`src/rtl/cache_ctrl_dm_if.sv`:
```
// Bus bundle between the CPU load/store port, the cache controller and the
// BRAM bridge. The controller takes the slave view: it receives CPU requests
// and fill responses, and drives CPU completions and memory requests.
interface cache_ctrl_dm_if;
    logic        cpu_req;
    logic        cpu_we;
    logic [31:0] cpu_addr;
    logic [31:0] cpu_wdata;
    logic [31:0] cpu_rdata;
    logic        cpu_ready;
    logic        cpu_busy;
    logic [31:0] mem_addr;
    logic [31:0] mem_wdata;
    logic        mem_write;
    logic        mem_req;
    logic [31:0] mem_rdata;
    logic        mem_ready;

    modport slave (
        input  cpu_req, cpu_we, cpu_addr, cpu_wdata, mem_rdata, mem_ready,
        output cpu_rdata, cpu_ready, cpu_busy, mem_addr, mem_wdata, mem_write, mem_req
    );

    modport master (
        output cpu_req, cpu_we, cpu_addr, cpu_wdata, mem_rdata, mem_ready,
        input  cpu_rdata, cpu_ready, cpu_busy, mem_addr, mem_wdata, mem_write, mem_req
    );
endinterface

```
`src/rtl/cache_ctrl_dm.sv`:
```
// Direct-mapped, write-back, write-allocate data cache controller with one
// 32-bit word per line. Tag/data/valid/dirty state lives in registers here.
// Memory requests from LOOKUP are driven combinationally; the fill request
// that follows a write-back is issued in the first FILL_WAIT cycle.
module cache_ctrl_dm #(
    parameter int INDEX_BITS = 4
) (
    input  logic           cpu_clk,
    input  logic           rst,
    cache_ctrl_dm_if.slave bus
);
    localparam int LINES    = 1 << INDEX_BITS;
    localparam int TAG_BITS = 30 - INDEX_BITS;

    typedef enum logic [2:0] {IDLE, LOOKUP, WB_WAIT, FILL_WAIT, RESP} state_t;

    state_t                 state, state_n;
    logic [TAG_BITS-1:0]    tag_arr  [LINES];
    logic [31:0]            data_arr [LINES];
    logic [LINES-1:0]       valid_arr, dirty_arr;

    logic [TAG_BITS-1:0]    req_tag;
    logic [INDEX_BITS-1:0]  req_idx;
    logic                   req_we;
    logic [31:0]            req_wdata;

    logic [31:0]            mem_addr_q, mem_wdata_q, rdata_q;
    logic                   mem_write_q, fill_req_q;

    logic                   hit, victim_dirty, lookup_miss, fill_done;
    logic                   cpu_ready_c, mem_req_c;
    logic [31:0]            resp_data, victim_addr, fill_addr;
    logic                   unused_addr_bits;

    assign unused_addr_bits = ^bus.cpu_addr[1:0];

    assign hit          = valid_arr[req_idx] && (tag_arr[req_idx] == req_tag);
    assign victim_dirty = valid_arr[req_idx] && dirty_arr[req_idx];
    assign victim_addr  = {tag_arr[req_idx], req_idx, 2'b00};
    assign fill_addr    = {req_tag, req_idx, 2'b00};
    assign fill_done    = (state == FILL_WAIT) && bus.mem_ready && !fill_req_q;

    // Next-state and per-cycle pulse outputs; mem_ready is only honoured while waiting.
    always_comb begin
        state_n     = state;
        cpu_ready_c = 1'b0;
        mem_req_c   = 1'b0;
        lookup_miss = 1'b0;
        resp_data   = rdata_q;
        case (state)
            IDLE: begin
                if (bus.cpu_req) state_n = LOOKUP;
            end
            LOOKUP: begin
                if (hit) begin
                    cpu_ready_c = 1'b1;
                    resp_data   = req_we ? req_wdata : data_arr[req_idx];
                    state_n     = IDLE;
                end else begin
                    mem_req_c   = 1'b1;
                    lookup_miss = 1'b1;
                    state_n     = victim_dirty ? WB_WAIT : FILL_WAIT;
                end
            end
            WB_WAIT: begin
                if (bus.mem_ready) state_n = FILL_WAIT;
            end
            FILL_WAIT: begin
                mem_req_c = fill_req_q;
                if (fill_done) state_n = RESP;
            end
            RESP: begin
                cpu_ready_c = 1'b1;
                resp_data   = data_arr[req_idx];
                state_n     = IDLE;
            end
            default: state_n = IDLE;
        endcase
    end

    assign bus.cpu_ready = cpu_ready_c;
    assign bus.cpu_rdata = resp_data;
    assign bus.cpu_busy  = (state != IDLE);
    assign bus.mem_req   = mem_req_c;
    assign bus.mem_addr  = lookup_miss ? (victim_dirty ? victim_addr : fill_addr) : mem_addr_q;
    assign bus.mem_write = lookup_miss ? victim_dirty : mem_write_q;
    assign bus.mem_wdata = (lookup_miss && victim_dirty) ? data_arr[req_idx] : mem_wdata_q;

    // State, request capture, memory-side hold registers and valid/dirty bits.
    always_ff @(posedge cpu_clk or negedge rst) begin
        if (!rst) begin
            state       <= IDLE;
            valid_arr   <= '0;
            dirty_arr   <= '0;
            req_tag     <= '0;
            req_idx     <= '0;
            req_we      <= 1'b0;
            req_wdata   <= '0;
            mem_addr_q  <= '0;
            mem_wdata_q <= '0;
            mem_write_q <= 1'b0;
            fill_req_q  <= 1'b0;
            rdata_q     <= '0;
        end else begin
            state      <= state_n;
            fill_req_q <= (state == WB_WAIT) && bus.mem_ready;
            if (cpu_ready_c) rdata_q <= resp_data;
            if (state == IDLE && bus.cpu_req) begin
                req_tag   <= bus.cpu_addr[31:INDEX_BITS+2];
                req_idx   <= bus.cpu_addr[INDEX_BITS+1:2];
                req_we    <= bus.cpu_we;
                req_wdata <= bus.cpu_wdata;
            end
            if (lookup_miss) begin
                mem_addr_q  <= victim_dirty ? victim_addr : fill_addr;
                mem_write_q <= victim_dirty;
                if (victim_dirty) mem_wdata_q <= data_arr[req_idx];
            end
            if (state == WB_WAIT && bus.mem_ready) begin
                mem_addr_q  <= fill_addr;
                mem_write_q <= 1'b0;
            end
            if (state == LOOKUP && hit && req_we) dirty_arr[req_idx] <= 1'b1;
            if (fill_done) begin
                valid_arr[req_idx] <= 1'b1;
                dirty_arr[req_idx] <= req_we;
            end
        end
    end

    // Tag and data storage; contents are meaningless until the valid bit is set.
    always_ff @(posedge cpu_clk) begin
        if (state == LOOKUP && hit && req_we) data_arr[req_idx] <= req_wdata;
        if (fill_done) begin
            data_arr[req_idx] <= req_we ? req_wdata : bus.mem_rdata;
            tag_arr[req_idx]  <= req_tag;
        end
    end
endmodule
```
`src/flat_wrapper.sv`:
```
// flat-port wrapper written by rule: the top's interface ports become plain ports
module cache_ctrl_dm_flat 
#(
    parameter int INDEX_BITS = 4
)
  (cpu_clk, rst, bus_cpu_req, bus_cpu_we, bus_cpu_addr, bus_cpu_wdata, bus_mem_rdata, bus_mem_ready, bus_cpu_rdata, bus_cpu_ready, bus_cpu_busy, bus_mem_addr, bus_mem_wdata, bus_mem_write, bus_mem_req);
  cache_ctrl_dm_if bus_i ();
  input  logic cpu_clk;
  input  logic rst;
  input wire logic [$bits(bus_i.cpu_req)-1:0] bus_cpu_req;
  input wire logic [$bits(bus_i.cpu_we)-1:0] bus_cpu_we;
  input wire logic [$bits(bus_i.cpu_addr)-1:0] bus_cpu_addr;
  input wire logic [$bits(bus_i.cpu_wdata)-1:0] bus_cpu_wdata;
  input wire logic [$bits(bus_i.mem_rdata)-1:0] bus_mem_rdata;
  input wire logic [$bits(bus_i.mem_ready)-1:0] bus_mem_ready;
  output wire logic [$bits(bus_i.cpu_rdata)-1:0] bus_cpu_rdata;
  output wire logic [$bits(bus_i.cpu_ready)-1:0] bus_cpu_ready;
  output wire logic [$bits(bus_i.cpu_busy)-1:0] bus_cpu_busy;
  output wire logic [$bits(bus_i.mem_addr)-1:0] bus_mem_addr;
  output wire logic [$bits(bus_i.mem_wdata)-1:0] bus_mem_wdata;
  output wire logic [$bits(bus_i.mem_write)-1:0] bus_mem_write;
  output wire logic [$bits(bus_i.mem_req)-1:0] bus_mem_req;
  assign bus_i.cpu_req = bus_cpu_req;
  assign bus_i.cpu_we = bus_cpu_we;
  assign bus_i.cpu_addr = bus_cpu_addr;
  assign bus_i.cpu_wdata = bus_cpu_wdata;
  assign bus_i.mem_rdata = bus_mem_rdata;
  assign bus_i.mem_ready = bus_mem_ready;
  assign bus_cpu_rdata = bus_i.cpu_rdata;
  assign bus_cpu_ready = bus_i.cpu_ready;
  assign bus_cpu_busy = bus_i.cpu_busy;
  assign bus_mem_addr = bus_i.mem_addr;
  assign bus_mem_wdata = bus_i.mem_wdata;
  assign bus_mem_write = bus_i.mem_write;
  assign bus_mem_req = bus_i.mem_req;
  cache_ctrl_dm #(.INDEX_BITS(INDEX_BITS)) u_core (.cpu_clk(cpu_clk), .rst(rst), .bus(bus_i));
endmodule
```
`config.mk`:
```
export PLATFORM = sky130hd
export DESIGN_NAME = cache_ctrl_dm_flat
export DESIGN_NICKNAME = d
export VERILOG_FILES = /design/src/rtl/cache_ctrl_dm_if.sv /design/src/rtl/cache_ctrl_dm.sv /design/src/flat_wrapper.sv
export SDC_FILE = /design/constraint.sdc
export NUM_CORES = 1
export LEC_CHECK = 0
export ABC_CLOCK_PERIOD_IN_PS = 5530
export CAP_MARGIN = 10
export CORE_ASPECT_RATIO = 1.1
export CORE_MARGIN = 1
export CORE_UTILIZATION = 60
export DETAILED_ROUTE_END_ITERATION = 8
export PLACE_DENSITY = 0.89
export SYNTH_ARGS = -nofsm -noshare
export SYNTH_HDL_FRONTEND = slang
export SYNTH_SLANG_ARGS = --single-unit
```
`constraint.sdc`:
```
create_clock -name cpu_clk -period 5.53 [get_ports cpu_clk]
set_input_delay 1.3825 -clock cpu_clk [delete_from_list [all_inputs] [get_ports cpu_clk]]
set_output_delay 1.3825 -clock cpu_clk [all_outputs]
set_load 0.05 [all_outputs]
```
==> metrics.csv <==
metric,value,unit
status,"complete, but fails checks",
worst-path-stages,15,
synth-main-ff-cell,edfxtp_1,
worst_path_max_delay_cell,or4_4,
synth_xor_area_share,0.344,%
worstPathRequired,4.15,ns
wire_per_inst,35.9,um
critPathBufInv,6,
setup_slack,-0.675,ns
synth_compound_area_share,5.36,%
ff2ff_path_depth,15,
worstPathMaxFanout,30,
initial_core_util,61.0,%
grt_pass1_vias,29400,
violations,"DRC, setup timing",
grt_max_degree,134,
cp-start-kind,register,
fin_crit_sh,112,%
synth_cell_type_count,72,
dr.pass1.iters,9,
p_sw,12.6,mW
async_flop_share,17.4,%
vias_per_cell,7.32,
p_seq_share,35.7,%
cap_violations,0,
ir_drop,0.677,mV
tns,-55.43,ns
slowest_delay,0.60,ns
worstPathArrival,4.82,ns
ys_ff_latch,1124,
rsz0062_at_grt,true,
dieArea,77500,um2
synth_fa_ha_area_share,0,%
r2r-end,u_core.data_arr[12][17],
vias,28500,
rrSetupSlack,0.72,ns
tritoncts,yes,
synth_area_per_cell,19.0,um2
crit_type,reg2out,
synthTopCellsByArea,"edfxtp_1 (61%), mux4_2 (13%), dfrtp_1 (11%)",
ant_nets,0,
postCtsHoldBufs,0,
synth.largest_area_cell,edfxtp_1,
nFillCells,3814,
intPower,21.5,mW
p_leak,19.7,nW
h-tree-depth,3,
routed_wl,140,mm
syn_area,45800,um2
finalClockSkew,0.0771,ns
p_clk_share,21.9,%
hold_path.class,reg2reg,
nets,2889,
synth_edf_count,928,
power.total,34.1,mW
drive_above_1_share,36.7,%
cts_root_buf,clkbuf_16,
drc_errors,1,
first_iter_violations,4706,
antenna_cells,0,
cts_sinks,1124,
crit_chain,buf_4 -> buf_12 -> buf_12 -> buf_4 -> mux2i_1 -> a22oi_2 -> a21oi_1 -> o21ai_1 -> nand3b_1 -> or4_4 -> o21bai_4 -> or2_4 -> buf_12 -> mux2_2 -> buf_4,
critPathCaptureType,primary output,
grt_pass1_wl,200,mm
synth_top_family_by_area,multiplexers,
clockBufferDepth,3,
timing.rr.start,u_core.req_idx[1],
cellPowerDensity,618,nW/um2
finalHoldViolations,0,
clkTransAtPathRegs,0.06,ns
synth_cells,2410,
yosys.area_share.simple,2.66,%
crit_end,bus_mem_wdata[19],
swShare,37.0,%
port_buffers,198,
synth_top_area_share,60.8,%
slew_headroom,14.1,%
worst_pin_slew,1.29,ns
place_hpwl,72.5,mm
yosysWarnings,0,
critPathTopFamily,buffers and inverters,
synth-seq-area-share,71.5,%
post-route-min-period,6.21,ns
rows,105,
pwr-share-comb,42.3,%
cts_made_buffers,105,
setup-violations-final,99,
coreArea,75100,um2
dp_slack,-0.0806,ns
gp_congestion,0.950,
antenna_found_initial,1,
fp.dieW,266,um
clock_latency,0.73,ns
slew_viol_final,0,
post-route-util,73.4,%
crit_start,u_core.req_idx[3],
io_pins,201,
die_y,292,um
syn_nets,2511,
timing.fmax,161,MHz
grtUsageTotal,36.4,%
muxShareOfSynthArea,18.3,%
grt_overflow,0,
area_growth,20.3,%
metal layers:
layer	routed length, um	up-vias	part of all wire, %	track usage [%]
met5	15	-	0.011	0
met4	10700	2	7.6	24.5
met3	17600	765	13	8.46
met2	67600	3013	48	58.1
met1	44100	14200	31	44.6
li1	-	10500	-	-
layout by cell type, fill, tap and decap left out, types with 9 or more instances in the layout:
cell type / netlist / layout
nor2_2: 0 / 16
nor2_4: 0 / 18
o21ai_0: 65 / 62
o22ai_1: 23 / 16
clkbuf_16: 0 / 110
a211oi_1: 20 / 16
a221o_1: 21 / 21
inv_1: 25 / 24
nor2_1: 89 / 55
mux2_2: 181 / 181
and2_1: 12 / 13
mux4_2: 257 / 257
a21o_1: 79 / 76
edfxtp_1: 928 / 928
nor3_1: 12 / 12
buf_12: 0 / 69
dfrtp_1: 196 / 191
a22o_1: 32 / 30
mux2i_1: 52 / 46
clkinv_2: 0 / 18
clkbuf_8: 0 / 12
nor2b_1: 13 / 10
clkdlybuf4s50_1: 0 / 98
a21oi_1: 26 / 23
buf_6: 7 / 32
buf_4: 25 / 204
nand3_1: 13 / 10
xnor2_1: 14 / 9
or2_2: 20 / 19
clkbuf_1: 62 / 30
nand2_1: 69 / 66
repair_timing:
| action | CTS | global route |
|---|---|---|
| hold endpoints to repair | 0 | 0 |
| gates resized for setup | 112 | 27 |
| endpoints found under the setup margin | 99 | 99 |
| setup buffers | 32 | 5 |
| gates cloned | 7 | 2 |
| pin swaps | 22 | 31 |
state kept, by name (all words and copies together) (netlist names), named ones only:
name                count
u_core.req_tag         26
u_core.req_idx          4
u_core.state            3
u_core.mem_wdata_q     32
u_core.tag_arr        416
u_core.valid_arr       16
u_core.req_wdata       32
u_core.rdata_q         32
u_core.mem_write_q      1
u_core.fill_req_q       1
u_core.dirty_arr        1
u_core.mem_addr_q      32
u_core.req_we           1
u_core.data_arr       512
worst min-delay path by stage:
stage                    startpoint              endpoint  slack [ns]  cells after the start
2_1_floorplan  u_core.valid_arr[10]  u_core.valid_arr[10]        0.43                      1
3_3_place_gp   u_core.valid_arr[15]  u_core.valid_arr[15]        0.45                      1
3_5_place_dp    u_core.valid_arr[1]   u_core.valid_arr[1]        0.45                      1
4_1_cts         u_core.valid_arr[8]   u_core.valid_arr[8]        0.47                      1
5_1_grt         u_core.valid_arr[9]   u_core.valid_arr[9]        0.48                      1
6_report        u_core.valid_arr[9]   u_core.valid_arr[9]        0.47                      1
synth_stat cells (14+ instances only):
library cell and count:
mux2i_1 52, a21oi_1 26, clkbuf_1 62, edfxtp_1 928, a211oi_1 20, o21ai_0 65
nand2_1 69, or2_2 20, a21o_1 79, buf_2 43, buf_4 25, nor2_1 89
xnor2_1 14, a221o_1 21, a22o_1 32, a22oi_1 15, mux2_2 181, inv_1 25
dfrtp_1 196, o22ai_1 23, mux4_2 257
area by class of cell:
cell class,count,area (um2),share of cell area [%]
Timing Repair Buffer,421,4640,8.42
Clock buffer,149,2960,5.36
Multi-Input combinational cell,1110,12800,23.2
Tap cell,1016,1270,2.31
Clock inverter,48,581,1.05
Inverter,26,98.8,0.179
Sequential cell,1124,32800,59.5
worst register-to-register path, delay by kind of cell (launching register included):
family                 cells  cell delay (ns)
AO/OA/AOI/OAI              3             1.54
buffers and inverters      6             1.09
AND/OR/NAND/NOR            5             0.76
multiplexers               1             0.54
flip-flops                 1             0.48
through the flow:
stage / std cells / instance area [um2] / hold slack [ns]
after floorplan: 2410 / 45800 / 0.434
after global placement: 3651 / 50400 / 0.445
after detailed placement: 3651 / 50400 / 0.452
after CTS: 3887 / 54900 / 0.474
after global routing: 3894 / 55100 / 0.485
final: 3894 / 55100 / 0.474
kinds of logic (layout without fill, tap and decap cells):
logic type | after synthesis | count (layout)
xor+xnor | 18 | 18
simple gates | 258 | 258
mux | 492 | 492
compound gates | 342 | 342
buf+inv | 176 | 644
flops | 1124 | 1124
power groups by stage:
stage / logic, mW / clock network, mW / registers (mW)
3_5_place_dp: 12.7 / 0 / 12.2
3_3_place_gp: 12.2 / 0 / 12.1
5_1_grt: 14.8 / 7.77 / 12.2
4_1_cts: 13.8 / 7.44 / 12.1
6_report: 14.4 / 7.47 / 12.2
2_1_floorplan: 8.31 / 0 / 11.9
Note: power is estimated with default switching activity, not from simulation.
